**src/rtl/nnet_pkg.sv**
```systemverilog
// nnet_pkg: CHDR tuser field positions, settings-register defaults and small helpers shared by the framer.
package nnet_pkg;
  localparam int EOB_BIT = 124;
  localparam int HDR_HI = 127;
  localparam int HDR_LO = 64;
  localparam int TIME_HI = 63;
  localparam int TIME_LO = 0;
  localparam int SR_USER_SPP_DEF = 131;
  localparam int SR_MODE_DEF = 132;
  typedef logic [127:0] tuser_t;
  function automatic logic [15:0] nz(input logic [15:0] v);
    return (v == 16'd0) ? 16'd1 : v;
  endfunction
  function automatic tuser_t set_eob(input tuser_t u, input logic eob);
    tuser_t r;
    r = {u[HDR_HI:HDR_LO], u[TIME_HI:TIME_LO]};
    r[EOB_BIT] = eob;
    return r;
  endfunction
endpackage

```
**src/rtl/nnet_hdr_fifo.sv**
```systemverilog
// nnet_hdr_fifo: 2-entry header FIFO; a push while full is legal only together with a pop.
module nnet_hdr_fifo
  import nnet_pkg::*;
(
  input  logic         clk,
  input  logic         reset,
  input  logic         clear,
  input  logic         push,
  input  logic [127:0] din,
  input  logic         pop,
  output logic [127:0] dout,
  output logic         full,
  output logic         nonempty
);
  tuser_t mem [2];
  logic wr_ptr, rd_ptr;
  logic [1:0] cnt;
  assign dout = mem[rd_ptr];
  assign full = cnt == 2'd2;
  assign nonempty = cnt != 2'd0;
  always_ff @(posedge clk) begin
    if (reset || clear) begin
      wr_ptr <= 1'b0;
      rd_ptr <= 1'b0;
      cnt <= 2'd0;
    end else begin
      if (push) begin
        mem[wr_ptr] <= din;
        wr_ptr <= ~wr_ptr;
      end
      if (pop) rd_ptr <= ~rd_ptr;
      cnt <= cnt + {1'b0, push} - {1'b0, pop};
    end
  end
endmodule

```
**src/rtl/nnet_vector_framer.sv**
```systemverilog
// nnet_vector_framer: frames a sample stream into N_IN-sample vectors for an HLS net core and
// re-packetises its N_OUT-sample results into SPP-sized CHDR packets carrying the input header.
module nnet_vector_framer
  import nnet_pkg::*;
#(
  parameter int DATA_W = 18,
  parameter int SIGN_EXT = 1,
  parameter int SR_USER_SPP = SR_USER_SPP_DEF,
  parameter int SR_MODE = SR_MODE_DEF
)(
  input  logic              clk,
  input  logic              reset,
  input  logic              clear,
  input  logic              set_stb,
  input  logic [7:0]        set_addr,
  input  logic [31:0]       set_data,
  input  logic [15:0]       nnet_size_in,
  input  logic [15:0]       nnet_size_out,
  input  logic [31:0]       i_tdata,
  input  logic              i_tlast,
  input  logic              i_tvalid,
  output logic              i_tready,
  input  logic [127:0]      i_tuser,
  output logic [31:0]       o_tdata,
  output logic              o_tlast,
  output logic              o_tvalid,
  input  logic              o_tready,
  output logic [127:0]      o_tuser,
  output logic [DATA_W-1:0] m_axis_tdata,
  output logic              m_axis_tlast,
  output logic              m_axis_tvalid,
  input  logic              m_axis_tready,
  input  logic [DATA_W-1:0] s_axis_tdata,
  input  logic              s_axis_tvalid,
  output logic              s_axis_tready,
  output logic [15:0]       spp_out,
  output logic [15:0]       vec_in_cnt,
  output logic [15:0]       vec_out_cnt
);
  logic [15:0] spp_sh, spp_act, in_cnt, pkt_cnt, vec_cnt, n_in_lat, n_out_lat, n_in, n_out, spp;
  logic mode_sh, mode_act, run, byp, idle;
  logic hdr_full, hdr_ne, in_ok, in_xfer, out_xfer, pop, last_in, last_out, eob_pkt;
  logic [127:0] hdr;
  logic unused_bits;
  assign unused_bits = ^{set_data, i_tdata};
  assign run = ~reset;
  assign byp = mode_act;
  assign idle = in_cnt == 16'd0 && vec_cnt == 16'd0 && !hdr_ne;
  assign n_in = (in_cnt == 16'd0) ? nz(nnet_size_in) : n_in_lat;
  assign n_out = (vec_cnt == 16'd0) ? nz(nnet_size_out) : n_out_lat;
  assign spp = (spp_act == 16'd0) ? n_out : spp_act;
  assign last_in = in_cnt == n_in - 16'd1;
  assign last_out = vec_cnt == n_out - 16'd1;
  // the current packet holds the vector's last sample when what remains fits in what the packet has left
  assign eob_pkt = (n_out - vec_cnt) <= (spp - pkt_cnt);
  assign out_xfer = run & ~byp & s_axis_tvalid & o_tready & hdr_ne;
  assign pop = out_xfer & last_out;
  assign in_ok = ~(in_cnt == 16'd0 && hdr_full) | pop;
  assign in_xfer = run & ~byp & i_tvalid & m_axis_tready & in_ok;
  assign m_axis_tdata = i_tdata[DATA_W-1:0];
  assign m_axis_tvalid = run & ~byp & i_tvalid & in_ok;
  assign m_axis_tlast = run & ~byp & last_in;
  assign s_axis_tready = run & ~byp & o_tready & hdr_ne;
  assign i_tready = run & (byp ? o_tready : m_axis_tready & in_ok);
  assign o_tvalid = run & (byp ? i_tvalid : s_axis_tvalid & hdr_ne);
  assign o_tlast = run & (byp ? i_tlast : (pkt_cnt == spp - 16'd1) | last_out);
  assign o_tdata = byp ? i_tdata : (SIGN_EXT != 0) ? 32'(signed'(s_axis_tdata)) : 32'(s_axis_tdata);
  assign o_tuser = byp ? i_tuser : set_eob(hdr, eob_pkt);
  assign spp_out = spp_act;
  nnet_hdr_fifo u_hdr_fifo (
    .clk(clk),
    .reset(reset),
    .clear(clear),
    .push(in_xfer & (in_cnt == 16'd0)),
    .din(i_tuser),
    .pop(pop),
    .dout(hdr),
    .full(hdr_full),
    .nonempty(hdr_ne)
  );
  always_ff @(posedge clk) begin
    if (reset) begin
      spp_sh <= 16'd0;
      spp_act <= 16'd0;
      mode_sh <= 1'b0;
      mode_act <= 1'b0;
    end else begin
      if (set_stb && set_addr == 8'(SR_USER_SPP)) spp_sh <= set_data[15:0];
      if (set_stb && set_addr == 8'(SR_MODE)) mode_sh <= set_data[0];
      if (idle) begin
        spp_act <= spp_sh;
        mode_act <= mode_sh;
      end
    end
  end
  always_ff @(posedge clk) begin
    if (reset || clear) begin
      in_cnt <= 16'd0;
      pkt_cnt <= 16'd0;
      vec_cnt <= 16'd0;
      vec_in_cnt <= 16'd0;
      vec_out_cnt <= 16'd0;
      n_in_lat <= 16'd1;
      n_out_lat <= 16'd1;
    end else begin
      if (in_xfer) begin
        in_cnt <= last_in ? 16'd0 : in_cnt + 16'd1;
        if (in_cnt == 16'd0) n_in_lat <= n_in;
        if (last_in) vec_in_cnt <= vec_in_cnt + 16'd1;
      end
      if (out_xfer) begin
        pkt_cnt <= o_tlast ? 16'd0 : pkt_cnt + 16'd1;
        vec_cnt <= last_out ? 16'd0 : vec_cnt + 16'd1;
        if (vec_cnt == 16'd0) n_out_lat <= n_out;
        if (last_out) vec_out_cnt <= vec_out_cnt + 16'd1;
      end
    end
  end
endmodule

```
**config.mk**
```make
export PLATFORM = sky130hd
export DESIGN_NAME = nnet_vector_framer
export DESIGN_NICKNAME = d
export VERILOG_FILES = /design/src/rtl/nnet_pkg.sv /design/src/rtl/nnet_hdr_fifo.sv /design/src/rtl/nnet_vector_framer.sv
export SDC_FILE = /design/constraint.sdc
export NUM_CORES = 1
export LEC_CHECK = 0
export BUFFER_PORTS_ARGS = -buffer_cell sky130_fd_sc_hd__buf_2
export CORE_ASPECT_RATIO = 1.4
export CORE_MARGIN = 4
export CORE_UTILIZATION = 55
export CTS_CLUSTER_SIZE = 25
export DETAILED_ROUTE_END_ITERATION = 16
export GPL_TIMING_DRIVEN = 0
export PLACE_DENSITY = 0.81
export SLEW_MARGIN = 0
export SYNTH_ARGS = -nofsm -noshare
export SYNTH_HDL_FRONTEND = slang
export SYNTH_SLANG_ARGS = --single-unit
```
**constraint.sdc**
```tcl
create_clock -name clk -period 22.8 [get_ports clk]
set_input_delay 5.7 -clock clk [delete_from_list [all_inputs] [get_ports clk]]
set_output_delay 5.7 -clock clk [all_outputs]
set_load 0.02 [all_outputs]
```
Yosys cells after proc, flatten, opt, wreduce, memory -nomap -nowiden
Memory sizes are Yosys's and may differ from the RTL's. A register that Yosys moved wholly into a read port is not among the register bits.
Cells that the tools add are included.
{ "classes": {"addsub": 12, "magnitude_cmp": 1, "eq_ne": 6, "mux": 18, "bitwise": 25, "reduce_logical": 17} }
{ "op_table": {"columns": ["cell", "n"], "rows": [
  ["two-way mux 128 bit", 1],
  ["two-way mux 16 bit", 8],
  ["adder 16 x 1 -> 16 bit (second input constant)", 5],
  ["zero test 16 bit", 5],
  ["equality test 16 bit", 3],
  ["subtractor 16 x 1 -> 16 bit (second input constant)", 3],
  ["two-way mux 32 bit", 1],
  ["subtractor 16 bit", 2],
  ["bitwise AND 1 bit", 18],
  ["equality test 8 bit (second input constant)", 2],
  ["<= comparator 16 bit", 1],
  ["two-way mux 1 bit", 8],
  ["AND reduction 2 bit", 4],
  ["logical AND 1 bit", 5],
  ["inverter 1 bit", 5],
  ["adder 2 x 1 -> 2 bit", 1],
  ["equality test 2 bit (second input constant)", 1],
  ["OR 1 bit", 2],
  ["nonzero test 2 bit", 1],
  ["subtractor 2 x 1 -> 2 bit", 1],
  ["zero test 1 bit", 1],
  ["logical OR 1 bit", 1]
]} }
{ "word_totals": {"regBits": 150, "ram_bits": 256, "input_bits": 259, "word_cells": 94, "memories": 1} }
{ "memory_table": {"columns": ["memory", "words", "width", "rd", "rd_ports_with_merged_regs", "wr", "line", "source"], "rows": [
  ["u_hdr_fifo.mem", 2, 128, 1, 1, 1, "nnet_hdr_fifo.sv:15", "tuser_t mem [2];"]
]} }

Depth between registers and ports, before layout
{ "depth": {"word_depth": 12, "ltp_mapped": 29, "mapped_depth_nobuf": 28} }

Cells and area by module
A second synthesis with hierarchy kept.
{ "unflattened": {"cells_unflattened": 2113, "area_unflattened_um2": 22866.9} }
{ "modules_own_cells": {"columns": ["mod", "instances", "cells_per_inst", "area_each_um2"], "rows": [
  ["nnet_vector_framer", 1, 1693, 13330.3],
  ["nnet_hdr_fifo", 1, 420, 9536.6]
]} }

Worst setup path after synthesis
No wires, ideal clock.
{ "synth_path": {"path_type": "input -> register", "startpoint": "in nnet_size_out[8]", "endpoint": "mem u_hdr_fifo.mem[0][0] (netlist bit) (enable)", "arrival_ns": 17.961, "required_ns": 22.032, "path_slack_ns": 4.071, "path_stages": 21, "n_path_buf": 3, "path_cell_list": "clkbuf_1 -> or4_1 -> or4_1 -> nor3_1 -> nor2_1 -> nor2_1 -> a21oi_1 -> ha_1 -> nor4b_1 -> nand3_1 -> mux2i_2 -> nand2b_1 -> a211o_1 -> and2_1 -> nor4_1 -> a311oi_1 -> nor3_1 -> buf_2 -> buf_4 -> inv_2 -> nor3_1"} }
{ "synth_via": {"elab_chain_cells": 12} }
{ "synth_rtl": {"columns": ["element", "line", "source"], "rows": [
  ["from (decl)", "nnet_vector_framer.sv:18", "input logic [15:0] nnet_size_out,"],
  ["zero test 16 bit", "nnet_pkg.sv:12", "return (v == 16'd0) ? 16'd1 : v;"],
  ["two-way mux 16 bit *", "nnet_pkg.sv:12", null],
  ["two-way mux 16 bit *", "nnet_vector_framer.sv:50", "assign n_out = (vec_cnt == 16'd0) ? nz(nnet_size_out) : n_out_lat;"],
  ["subtractor 16 x 1 -> 16 bit *", "nnet_vector_framer.sv:53", "assign last_out = vec_cnt == n_out - 16'd1;"],
  ["equality test 16 bit *", "nnet_vector_framer.sv:53", null],
  ["bitwise AND 1 bit *", "nnet_vector_framer.sv:57", "assign pop = out_xfer & last_out;"],
  ["OR 1 bit *", "nnet_vector_framer.sv:58", "assign in_ok = ~(in_cnt == 16'd0 && hdr_full) | pop;"],
  ["bitwise AND 1 bit *", "nnet_vector_framer.sv:59", "assign in_xfer = run & ~byp & i_tvalid & m_axis_tready & in_ok;"],
  ["bitwise AND 1 bit *", "nnet_vector_framer.sv:74", ".push(in_xfer & (in_cnt == 16'd0)),"],
  ["two-way mux 1 bit *", "nnet_hdr_fifo.sv:27", "if (push) begin"],
  ["two-way mux 1 bit *", "nnet_hdr_fifo.sv:22", "if (reset || clear) begin"],
  ["two-way mux 1 bit (not written as such) *", "nnet_hdr_fifo.sv:28", "mem[wr_ptr] <= din;"],
  ["to (decl)", "nnet_hdr_fifo.sv:15", null]
]} }
Mark *: on every way between the ends. The rest lies on a longest branch, timed or not.

Final worst setup path
{ "layout_path": {"startpoint": "in nnet_size_out[8]", "endpoint": "out o_tuser[124]"} }
{ "layout_via": {"elab_chain_cells": 7, "word_cells_on_any_way": 8} }
{ "layout_rtl": {"columns": ["element", "line", "source"], "rows": [
  ["zero test 16 bit", "nnet_pkg.sv:12", null],
  ["two-way mux 16 bit *", "nnet_pkg.sv:12", null],
  ["two-way mux 16 bit *", "nnet_vector_framer.sv:50", null],
  ["two-way mux 16 bit", "nnet_vector_framer.sv:51", "assign spp = (spp_act == 16'd0) ? n_out : spp_act;"],
  ["subtractor 16 bit", "nnet_vector_framer.sv:55", "assign eob_pkt = (n_out - vec_cnt) <= (spp - pkt_cnt);"],
  ["<= comparator 16 bit *", "nnet_vector_framer.sv:55", null],
  ["two-way mux 128 bit *", "nnet_vector_framer.sv:68", "assign o_tuser = byp ? i_tuser : set_eob(hdr, eob_pkt);"],
  ["to (decl)", "nnet_vector_framer.sv:28", "output logic [127:0] o_tuser,"]
]} }
Marks and branches as above.

==> results.cfg <==
[worst_setup_path]
r2r_slack_ns = 14.90
crit_path_end_kind = output pin
critPathBufInv = 3
path_depth = 29
worst_ep_arrival_time_ns = 11.53
r2r.worst_path.cells = 26
crit_type = input port to output pin
path_delay_family = compound AO/OA/AOI/OAI gates
crit_path_frequent_cell = a21oi_1
critPathMaxFanout = 8
required_ns = 17.10
slowest_delay_ns = 0.43
r2r_start = vec_cnt[1]
worst_r2r_endpoint = u_hdr_fifo.mem[0][103]
slowest_stage = fa_1
cp-start-kind = input port

[clock_network]
cts_max_level = 2
post_cts_buffers = 0
clkSinkCount = 405
clkTransAtPathRegs_ns = 0.06
clk_latency_ns = 0.56
cts-resized-gates = 0
cts_inserted_buffers = 40
clk_root_buffer_cell = clkbuf_16
cts-hold-fix-buffers = 0
clockBufferDepth = 3
cts_tree = built

[timing]
setup_viol = 0
slew_headroom_pct = 33.5
worstMarginPinSlew_ns = 0.997
rsz0062_at_grt = false
hold_viol_final = 0
timing.final.crit_share_pct = 75.6
report.final.slew_viol_count = 0
skew_ns = 0.0281
max_freq_ghz = 0.0580
finalSetupTns_ns = 0
post-route-min-period_ns = 17.23

[outcome]
status = complete, no violations

[detailed_routing]
drc = 0
wirelength_mm = 69.5
initialDrtViolationCount = 1788
firstDrtPassIters = 5
avgRoutedWirePerCell_um = 21.4
route.antenna.remaining_nets = 0
routed-via-count = 19300
avgViaCountPerCell = 5.94

[yosys]
synth_seq_cells = 405
synth_area_mm2 = 0.0216
syn_area_per_cell_um2 = 10.0
syn-num-nets = 2477
syn_inst = 2158
synth_edf_count = 254
synth_area_leaders = edfxtp_1 (35%), dfxtp_1 (14%), mux2i_1 (8.6%), nand2_1 (5.2%), xnor2_1 (4.0%)
synth_top_area_cell = edfxtp_1
synth_top_area_share_pct = 35.3
synthDistinctLibCells = 76
ys_seq_area_share_pct = 49.2
async_flop_share_pct = 0
synth_ff_type = edfxtp_1
yosysWarnings = 0

[floorplanning]
die-area_mm2 = 0.0426
rows = 85
die_x_um = 176
io_pins = 491
core_mm2 = 0.0387
start_util_pct = 55.9
die_h_um = 243

[power]
ir_drop_uv = 57.4
leakage_nw = 9.61
power_density_mw_per_mm2 = 60.2

[final_layout]
final_layout_size_suffix_gt1_share_pct = 23.4
fin_area_mm2 = 0.0261
fill_cells = 3077
nets = 3004
area_growth_pct = 20.8

[grt]
grtUsageTotal_pct = 31.0
antenna_found_initial = 17
grt_max_degree = 61
grt_overflow_total = 0
grt_pass1_wl_mm = 106
grt_pass1_vias = 19000

[hold_path]
whs_path_depth = 2
hold_path_class = flip-flop to flip-flop
worst_hold_startpoint = spp_sh[10]
hold_end = spp_out[10]

[place]
dp_hpwl_mm = 53.5
routabilityCongestion = 0.948
port_buffers = 470
postPlaceCellArea_mm2 = 0.0248

[job]
drv_cap = 0
placed cells by master (no fill, tap or decap), types with 9 or more instances in the layout:
master / Yosys / layout
xor2_1: 45 / 45
edfxtp_1: 254 / 254
nand2_1: 298 / 298
diode_2: 0 / 14
nand4_1: 41 / 41
and4_1: 9 / 9
clkbuf_16: 0 / 40
nor4_1: 23 / 23
buf_4: 21 / 24
nand3_1: 54 / 54
nand2b_1: 12 / 12
buf_1: 10 / 10
o21ai_0: 162 / 162
xnor2_1: 100 / 100
inv_1: 64 / 64
dfxtp_1: 151 / 151
or4_1: 18 / 18
clkbuf_1: 78 / 86
or3_1: 26 / 26
a21o_1: 24 / 24
ha_1: 58 / 58
nor3_1: 63 / 62
o21a_1: 10 / 10
mux2i_1: 185 / 185
nor2_1: 155 / 155
a21oi_1: 82 / 82
and3_1: 22 / 21
buf_2: 14 / 484
mux2_2: 35 / 35
logic make-up (layout without fill, tap and decap cells):
kind of cell               after synthesis  count (layout)  synth area share, %
AOI/OAI and AO/OA                      367             367                 10.2
xor gates and xnor gates               145             145                 5.87
adders and majority gates               60              60                 3.54
buffers and inverters                  190             746                 3.74
DFF                                    405             405                 49.2
muxes                                  221             221                 10.4
other                                    0              14                    0
and+or+nand+nor                        770             770                 17.0
worst register-to-register path: stages, from the launching register on:
cell and delay [ns]:
dfxtp_1 0.39, inv_1 0.17, ha_1 0.24, nor4b_2 0.40, nand4_2 0.35, clkbuf_1 0.37
a21oi_1 0.45, ha_1 0.36, nor4b_1 0.37, nand3_1 0.15, mux2i_2 0.27, or3b_1 0.37
a211o_1 0.32, and2_1 0.16, nor4_1 0.57, a311oi_1 0.27, nor3_1 0.19, buf_2 0.32
buf_4 0.31, inv_2 0.09, nor3_2 0.29, buf_6 0.23, buf_8 0.18, buf_4 0.24
buf_8 0.18, buf_6 0.19, buf_8 0.18
how the worst max path moves through the flow:
stage	startpoint	end	slack (ns)
after detailed placement	nnet_size_out[8]	o_tuser[124]	5.70
after global routing	nnet_size_out[8]	o_tuser[124]	5.08
after global placement	nnet_size_out[8]	u_hdr_fifo.mem[0][94]	-1.90
final	nnet_size_out[8]	o_tuser[124]	5.57
after floorplan	nnet_size_out[8]	u_hdr_fifo.mem[0][0]	4.07
after CTS	nnet_size_out[8]	o_tuser[124]	5.66
registers in the layout (all words and copies together), names as in the netlist, 2 cells and up, named ones only:
register,count
u_hdr_fifo.mem,254
vec_out_cnt,16
in_cnt,16
u_hdr_fifo.cnt,2
n_in_lat,16
spp_out,16
vec_in_cnt,16
n_out_lat,16
pkt_cnt,16
spp_sh,16
vec_cnt,16
power by group:
part | leakage [nW] | switching, mW | internal, mW | total [mW]
Clock | 0.605 | 0.290 | 0.354 | 0.644
Combinational | 5.50 | 0.0884 | 0.0584 | 0.147
Sequential | 3.50 | 0.00142 | 0.781 | 0.782
Total | 9.61 | 0.380 | 1.19 | 1.57
layout make-up:
cell class	count	area (um2)	area share (%)
diodes	14	35.0	0.134
plain buffers	123	558	2.14
clock buffers	49	1040	4.00
clock inverters	22	208	0.795
inverters	67	251	0.962
multi-input cells	1563	10200	39.0
flip-flops and latches	405	10700	40.7
well taps	522	653	2.50
repair buffers	485	2550	9.76
Yosys cell counts, types with 9 or more instances:
master	number
a21o_1	24
a21oi_1	82
and3_1	22
and4_1	9
buf_1	10
buf_2	14
buf_4	21
clkbuf_1	78
dfxtp_1	151
edfxtp_1	254
ha_1	58
inv_1	64
mux2_2	35
mux2i_1	185
nand2_1	298
nand2b_1	12
nand3_1	54
nand4_1	41
nor2_1	155
nor3_1	63
nor4_1	23
o21a_1	10
o21ai_0	162
or3_1	26
or4_1	18
xnor2_1	100
xor2_1	45
layer usage:
layer | vias to the layer above | track usage (%) | wire, um
li1 | 8846 | - | -
met1 | 9285 | 35.2 | 24900
met2 | 973 | 54.2 | 34900
met3 | 201 | 6.60 | 5690
met4 | 4 | 16.8 | 3920
met5 | - | 0 | 29
through the flow:
| stage | setup WS, ns | power, mW | util (%) | cells | hold slack (ns) |
|---|---|---|---|---|---|
| 6_report | 5.57 | 1.57 | 67.5 | 3250 | 0.464 |
| 5_1_grt | 5.08 | 1.63 | 67.5 | 3247 | 0.481 |
| 4_1_cts | 5.66 | 1.58 | 67.4 | 3235 | 0.466 |
| 3_5_place_dp | 5.70 | 0.942 | 64.2 | 3164 | 0.455 |
| 3_3_place_gp | -1.90 | 0.937 | 63.7 | 3150 | 0.446 |
| 2_1_floorplan | 4.07 | 0.880 | - | 2158 | 0.436 |
No activity file was read; power rests on OpenSTA's default activity.
